`src/rtl/multiplier_pkg.sv`:
```
// Shared definitions for the sequential shift-and-add multiplier.
package multiplier_pkg;

    localparam int unsigned DefaultNumBits = 4;

    typedef enum logic [1:0] {
        StIdle,
        StRun,
        StFin
    } state_e;

endpackage

```
`src/rtl/multiplier_datapath.sv`:
```
// Shift-and-add datapath: MCAND, ACC (with guard bit) and MQ registers plus the adder.
module multiplier_datapath
    import multiplier_pkg::*;
#(
    parameter int unsigned NumBits = DefaultNumBits
) (
    input  logic                   clk_i,
    input  logic                   rst_i,
    input  logic                   load_i,
    input  logic                   step_i,
    input  logic [NumBits-1:0]     mcand_i,
    input  logic [NumBits-1:0]     mplier_i,
    output logic [2*NumBits-1:0]   prod_next_o
);

    logic [NumBits:0]   acc_q, acc_d;
    logic [NumBits-1:0] mq_q, mq_d;
    logic [NumBits-1:0] mcand_q, mcand_d;

    logic [NumBits:0]   sum;
    logic [NumBits-1:0] acc_shift;
    logic [NumBits-1:0] mq_shift;

    always_comb begin
        sum = mq_q[0] ? ({1'b0, acc_q[NumBits-1:0]} + {1'b0, mcand_q}) : acc_q;
        // {sum, mq} shifted right; a zero enters above the guard bit
        acc_shift = sum[NumBits:1];
        mq_shift  = {sum[0], mq_q[NumBits-1:1]};
        prod_next_o = {acc_shift, mq_shift};

        acc_d   = acc_q;
        mq_d    = mq_q;
        mcand_d = mcand_q;
        if (load_i) begin
            acc_d   = '0;
            mq_d    = mplier_i;
            mcand_d = mcand_i;
        end else if (step_i) begin
            acc_d = {1'b0, acc_shift};
            mq_d  = mq_shift;
        end
    end

    always_ff @(posedge clk_i) begin
        if (rst_i) begin
            acc_q   <= '0;
            mq_q    <= '0;
            mcand_q <= '0;
        end else begin
            acc_q   <= acc_d;
            mq_q    <= mq_d;
            mcand_q <= mcand_d;
        end
    end

endmodule

```
`src/rtl/multiplier_seq.sv`:
```
// Sequential unsigned multiplier: control FSM, step counter and product register.
module multiplier_seq
    import multiplier_pkg::*;
#(
    parameter int unsigned C_NUM_BITS = DefaultNumBits
) (
    input  logic                      CK,
    input  logic                      R,
    input  logic                      E,
    input  logic                      START,
    input  logic [C_NUM_BITS-1:0]     A,
    input  logic [C_NUM_BITS-1:0]     B,
    output logic [2*C_NUM_BITS-1:0]   P,
    output logic                      BUSY,
    output logic                      DONE
);

    localparam int unsigned CntW = $clog2(C_NUM_BITS) + 1;
    localparam logic [CntW-1:0] LastStep = CntW'(C_NUM_BITS - 1);

    state_e                    state_q, state_d;
    logic [CntW-1:0]           cnt_q, cnt_d;
    logic [2*C_NUM_BITS-1:0]   p_q, p_d;
    logic [2*C_NUM_BITS-1:0]   prod_next;
    logic                      load;
    logic                      step;

    multiplier_datapath #(
        .NumBits (C_NUM_BITS)
    ) u_datapath (
        .clk_i       (CK),
        .rst_i       (R),
        .load_i      (load),
        .step_i      (step),
        .mcand_i     (A),
        .mplier_i    (B),
        .prod_next_o (prod_next)
    );

    always_comb begin
        state_d = state_q;
        cnt_d   = cnt_q;
        p_d     = p_q;
        load    = 1'b0;
        step    = 1'b0;
        if (E) begin
            unique case (state_q)
                StIdle: begin
                    if (START) begin
                        load    = 1'b1;
                        cnt_d   = '0;
                        state_d = StRun;
                    end
                end
                StRun: begin
                    step  = 1'b1;
                    cnt_d = cnt_q + CntW'(1);
                    if (cnt_q == LastStep) begin
                        p_d     = prod_next;
                        state_d = StFin;
                    end
                end
                StFin: begin
                    // START here is a new sample edge, giving back-to-back operation
                    if (START) begin
                        load    = 1'b1;
                        cnt_d   = '0;
                        state_d = StRun;
                    end else begin
                        state_d = StIdle;
                    end
                end
                default: state_d = StIdle;
            endcase
        end
    end

    always_ff @(posedge CK) begin
        if (R) begin
            state_q <= StIdle;
            cnt_q   <= '0;
            p_q     <= '0;
        end else begin
            state_q <= state_d;
            cnt_q   <= cnt_d;
            p_q     <= p_d;
        end
    end

    assign P    = p_q;
    assign BUSY = (state_q == StRun);
    assign DONE = (state_q == StFin);

endmodule

```
`config.mk`:
```
export PLATFORM = sky130hd
export DESIGN_NAME = multiplier_seq
export DESIGN_NICKNAME = d
export VERILOG_FILES = /design/src/rtl/multiplier_pkg.sv /design/src/rtl/multiplier_datapath.sv /design/src/rtl/multiplier_seq.sv
export SDC_FILE = /design/constraint.sdc
export NUM_CORES = 1
export LEC_CHECK = 0
export CAP_MARGIN = 30
export CORE_UTILIZATION = 30
export DETAILED_ROUTE_END_ITERATION = 16
export GPL_ROUTABILITY_DRIVEN = 0
export PLACE_DENSITY = 0.53
export SLEW_MARGIN = 20
export SYNTH_ARGS = -nofsm -noshare
export SYNTH_HDL_FRONTEND = slang
export SYNTH_HIERARCHICAL = 1
export SYNTH_SLANG_ARGS = --single-unit
export TNS_END_PERCENT = 10
```
`constraint.sdc`:
```
create_clock -name CK -period 2.2 [get_ports CK]
set_input_delay 0.66 -clock CK [delete_from_list [all_inputs] [get_ports CK]]
set_output_delay 0.66 -clock CK [all_outputs]
set_load 0.05 [all_outputs]
```
==> impl_results.md, run 1 <==
* Top area cells in the synthesized netlist: dfxtp_1 37%, mux2i_1 8.2%, a21oi_1 5.6%, ha_1 5.6%, nand2_1 5.6%
* Placed cell areas at 1620 sq um
* CP max FO at 2
* Cell area after synthesis at 1340 sq um
* Total GRT Usage at 0.135
* H-tree Lvls at 1
* Critical path class: reg -> out
* CP Launch Type: register
* Setup crit end kind: output pin
* Most common cell after layout, fill and taps aside: dfxtp_1
* Max Clock Skew at 0.00931 ns
* Postcts setup bufs at 0
* Clock-pin slew on the worst setup and hold paths at 0.09 ns
* Remaining antenna violation count at 0
* GRT overflow at 0
* Synth top area share at 0.373
* Status: finished, final reports clean
* Delay-heaviest family, CP: buffers and inverters
* Pwr dens at 513 nW/um^2
* Tcrit/Tclk final at 0.959
* Post-Syn Nets at 166
* CP Data Arrival Time at 1.45 ns
* Vias in the first global route at 998
* Fin. Hold Viols at 0
* Nets@finish at 188
* Full die area at 4750 sq um
* RSZ-0062 raised after global routing: no
* Hold_buf cts at 0
* Storage element area at 500 sq um
* WP buf/inv at 1
* Synth Area per Inst at 9.13 sq um
* Max clock buf depth at 2
* Commonest cells after routing, fill and taps aside: 25 x dfxtp_1, 20 x nand2_1, 19 x clkdlybuf4s50_1
* Type of the tightest min-delay check: reg -> reg
* Fin area at 1670 sq um
* Util after Layout at 0.402
* Synth warnings at 6
* PortBufs at 21
* FILL cells at 442
* Worst-Margin Slew at 0.513 ns
* Post-CTS sizing at 0
* Num CTS Buffers at 3
* Post-route setup TNS at 0 ns
* Worst-path cell chain: clkdlybuf4s50_1
* Clock latency on the worst-skew pair at 0.27 ns
* Seq/Total Area, Yosys at 0.373
* Initial antenna violation count at 0
* Maximum vdd drop at 0.000423 V
* DP Worst Slack at 0.128 ns
* P&R area growth vs syn at 24.2%
* Row cnt at 23
* Hold slack at 0.461 ns
* Final wirelength at 2720 um
* Drt first pass iters at 4
* Core area at 4140 sq um
* # IOs at 22
* Vias at 1049
* Critical Path Max Stage Delay at 0.82 ns
* Slowest-stage cell, CP: clkdlybuf4s50_1
* Worst slew margin at 0.657
* Initial Util at 0.324
* Max-Cap Viols at 0
* Clock Tree Root: clkbuf_8
* DP Wirelength at 2030 um
* ANT cells at 0
* Fin crit period at 2.11 ns
* Seq cells post-synth at 25
* Synth area leader: dfxtp_1
* Drt initial violations at 59
* Global-route wire length before repair at 4650 um
* Largest net degree at the start of global routing at 16
* Die Y at 68.9 um
* Final WS setup at 0.0895 ns
* # setup viols final at 0
* Multi-input gate area at 734 sq um
* CP required at 1.54 ns
* Post-Syn Instances at 147
* Fmax at 0.474 GHz
* Leakage at 0.678 nW
* Layout cells sized above 1 at 0.143
* Max Slew Vio Count at 0
* CTS tree: done
* Die Width at 68.9 um
* Sink Count at 25
* # DRC at 0
* Routed WL per cell at 12.5 um
* Vias per Instance at 4.81
* Post-synth cell types at 39
worst paths after layout:
check	startpoint	to	slack [ns]	depth (start not counted)
max	P[0]	P[0]	0.09	1
min	P[1]	P[1]	0.46	2
max reg2reg	u_datapath/acc_q[0]	u_datapath/acc_q[1]	0.47	7
min reg2reg	P[1]	P[1]	0.46	2
metrics by stage:
step / std cells / total power (W)
after floorplan: 147 / 0.000547
after global placement: 214 / 0.000588
after detailed placement: 214 / 0.000589
after CTS: 218 / 0.000875
after global routing: 218 / 0.000900
final: 218 / 0.000856
cells in the mapped netlist:
master / number
a21o_1: 1
a21oi_1: 15
a21oi_2: 1
a311oi_1: 1
a31o_2: 1
a31oi_1: 1
and3_1: 1
and4b_1: 1
and4bb_2: 1
buf_2: 2
buf_4: 5
buf_6: 3
clkbuf_1: 2
dfxtp_1: 25
fa_1: 1
ha_1: 6
inv_1: 5
mux2_2: 1
mux2_4: 2
mux2i_1: 11
nand2_1: 20
nand2b_1: 2
nand3b_1: 1
nand3b_4: 1
nand4b_2: 1
nor2_1: 15
nor2b_1: 4
nor2b_4: 1
nor3_1: 3
nor4b_1: 1
o211a_1: 1
o21a_1: 3
o21ai_0: 1
o21ai_1: 1
o2bb2ai_1: 1
o31ai_2: 1
or2b_1: 1
or3_1: 1
xnor2_1: 2
state kept, by name, indices dropped and copies added, names as in the netlist:
register / count
cnt_q: 3
P: 8
state_q: 2
u_datapath/acc_q: 4
u_datapath/mq_q: 4
u_datapath/mcand_q: 4
cell families (layout without fill, tap and decap cells):
family / Yosys count / in the layout / share of synthesized area
AND/OR/NAND/NOR: 54 / 54 / 0.217
multiplexers: 14 / 14 / 0.113
buffers and inverters: 17 / 38 / 0.0802
flip-flops: 25 / 25 / 0.373
XOR/XNOR: 2 / 2 / 0.0130
AO/OA/AOI/OAI: 28 / 28 / 0.133
adder cells (fa/ha/maj): 7 / 7 / 0.0708
final cells by class:
class                           instances  share of cell area
Tap cell                               50              0.0375
Clock inverter                          1             0.00450
Clock buffer                            3              0.0248
Inverter                                5              0.0113
Multi-Input combinational cell        105               0.440
Sequential cell                        25               0.300
Timing Repair Buffer                   29               0.182
routing by layer:
metal	track usage	wire length [um]
met5	0	0
met4	0.0230	0
met3	0.0395	145
met2	0.225	1330
met1	0.175	1240
power breakdown:
part	total [W]	internal [W]	switching [W]
clock network	0.000277	0.000128	0.000149
registers	0.000471	0.000462	0.00000897
logic	0.000108	0.0000576	0.0000509
Note: power is estimated with default switching activity, not from simulation.
==> inputs of run 2 (changes only) <==
--- a/config.mk
+++ b/config.mk
@@ -5,6 +5,7 @@
 export SDC_FILE = /design/constraint.sdc
 export NUM_CORES = 1
 export LEC_CHECK = 0
+export ABC_CLOCK_PERIOD_IN_PS = 2200
 export CAP_MARGIN = 30
 export CORE_UTILIZATION = 30
 export DETAILED_ROUTE_END_ITERATION = 16
==> results of run 2 <==
The final DEF is identical to that of run 1; final timing and power are the same.
==> inputs of run 3 (changes only) <==
--- a/config.mk
+++ b/config.mk
@@ -9,7 +9,7 @@
 export CAP_MARGIN = 30
 export CORE_UTILIZATION = 30
 export DETAILED_ROUTE_END_ITERATION = 16
-export GPL_ROUTABILITY_DRIVEN = 0
+export HOLD_SLACK_MARGIN = 0.1
 export PLACE_DENSITY = 0.53
 export SLEW_MARGIN = 20
 export SYNTH_ARGS = -nofsm -noshare
==> results of run 3 <==
The final DEF is identical to that of run 1; final timing and power are the same.
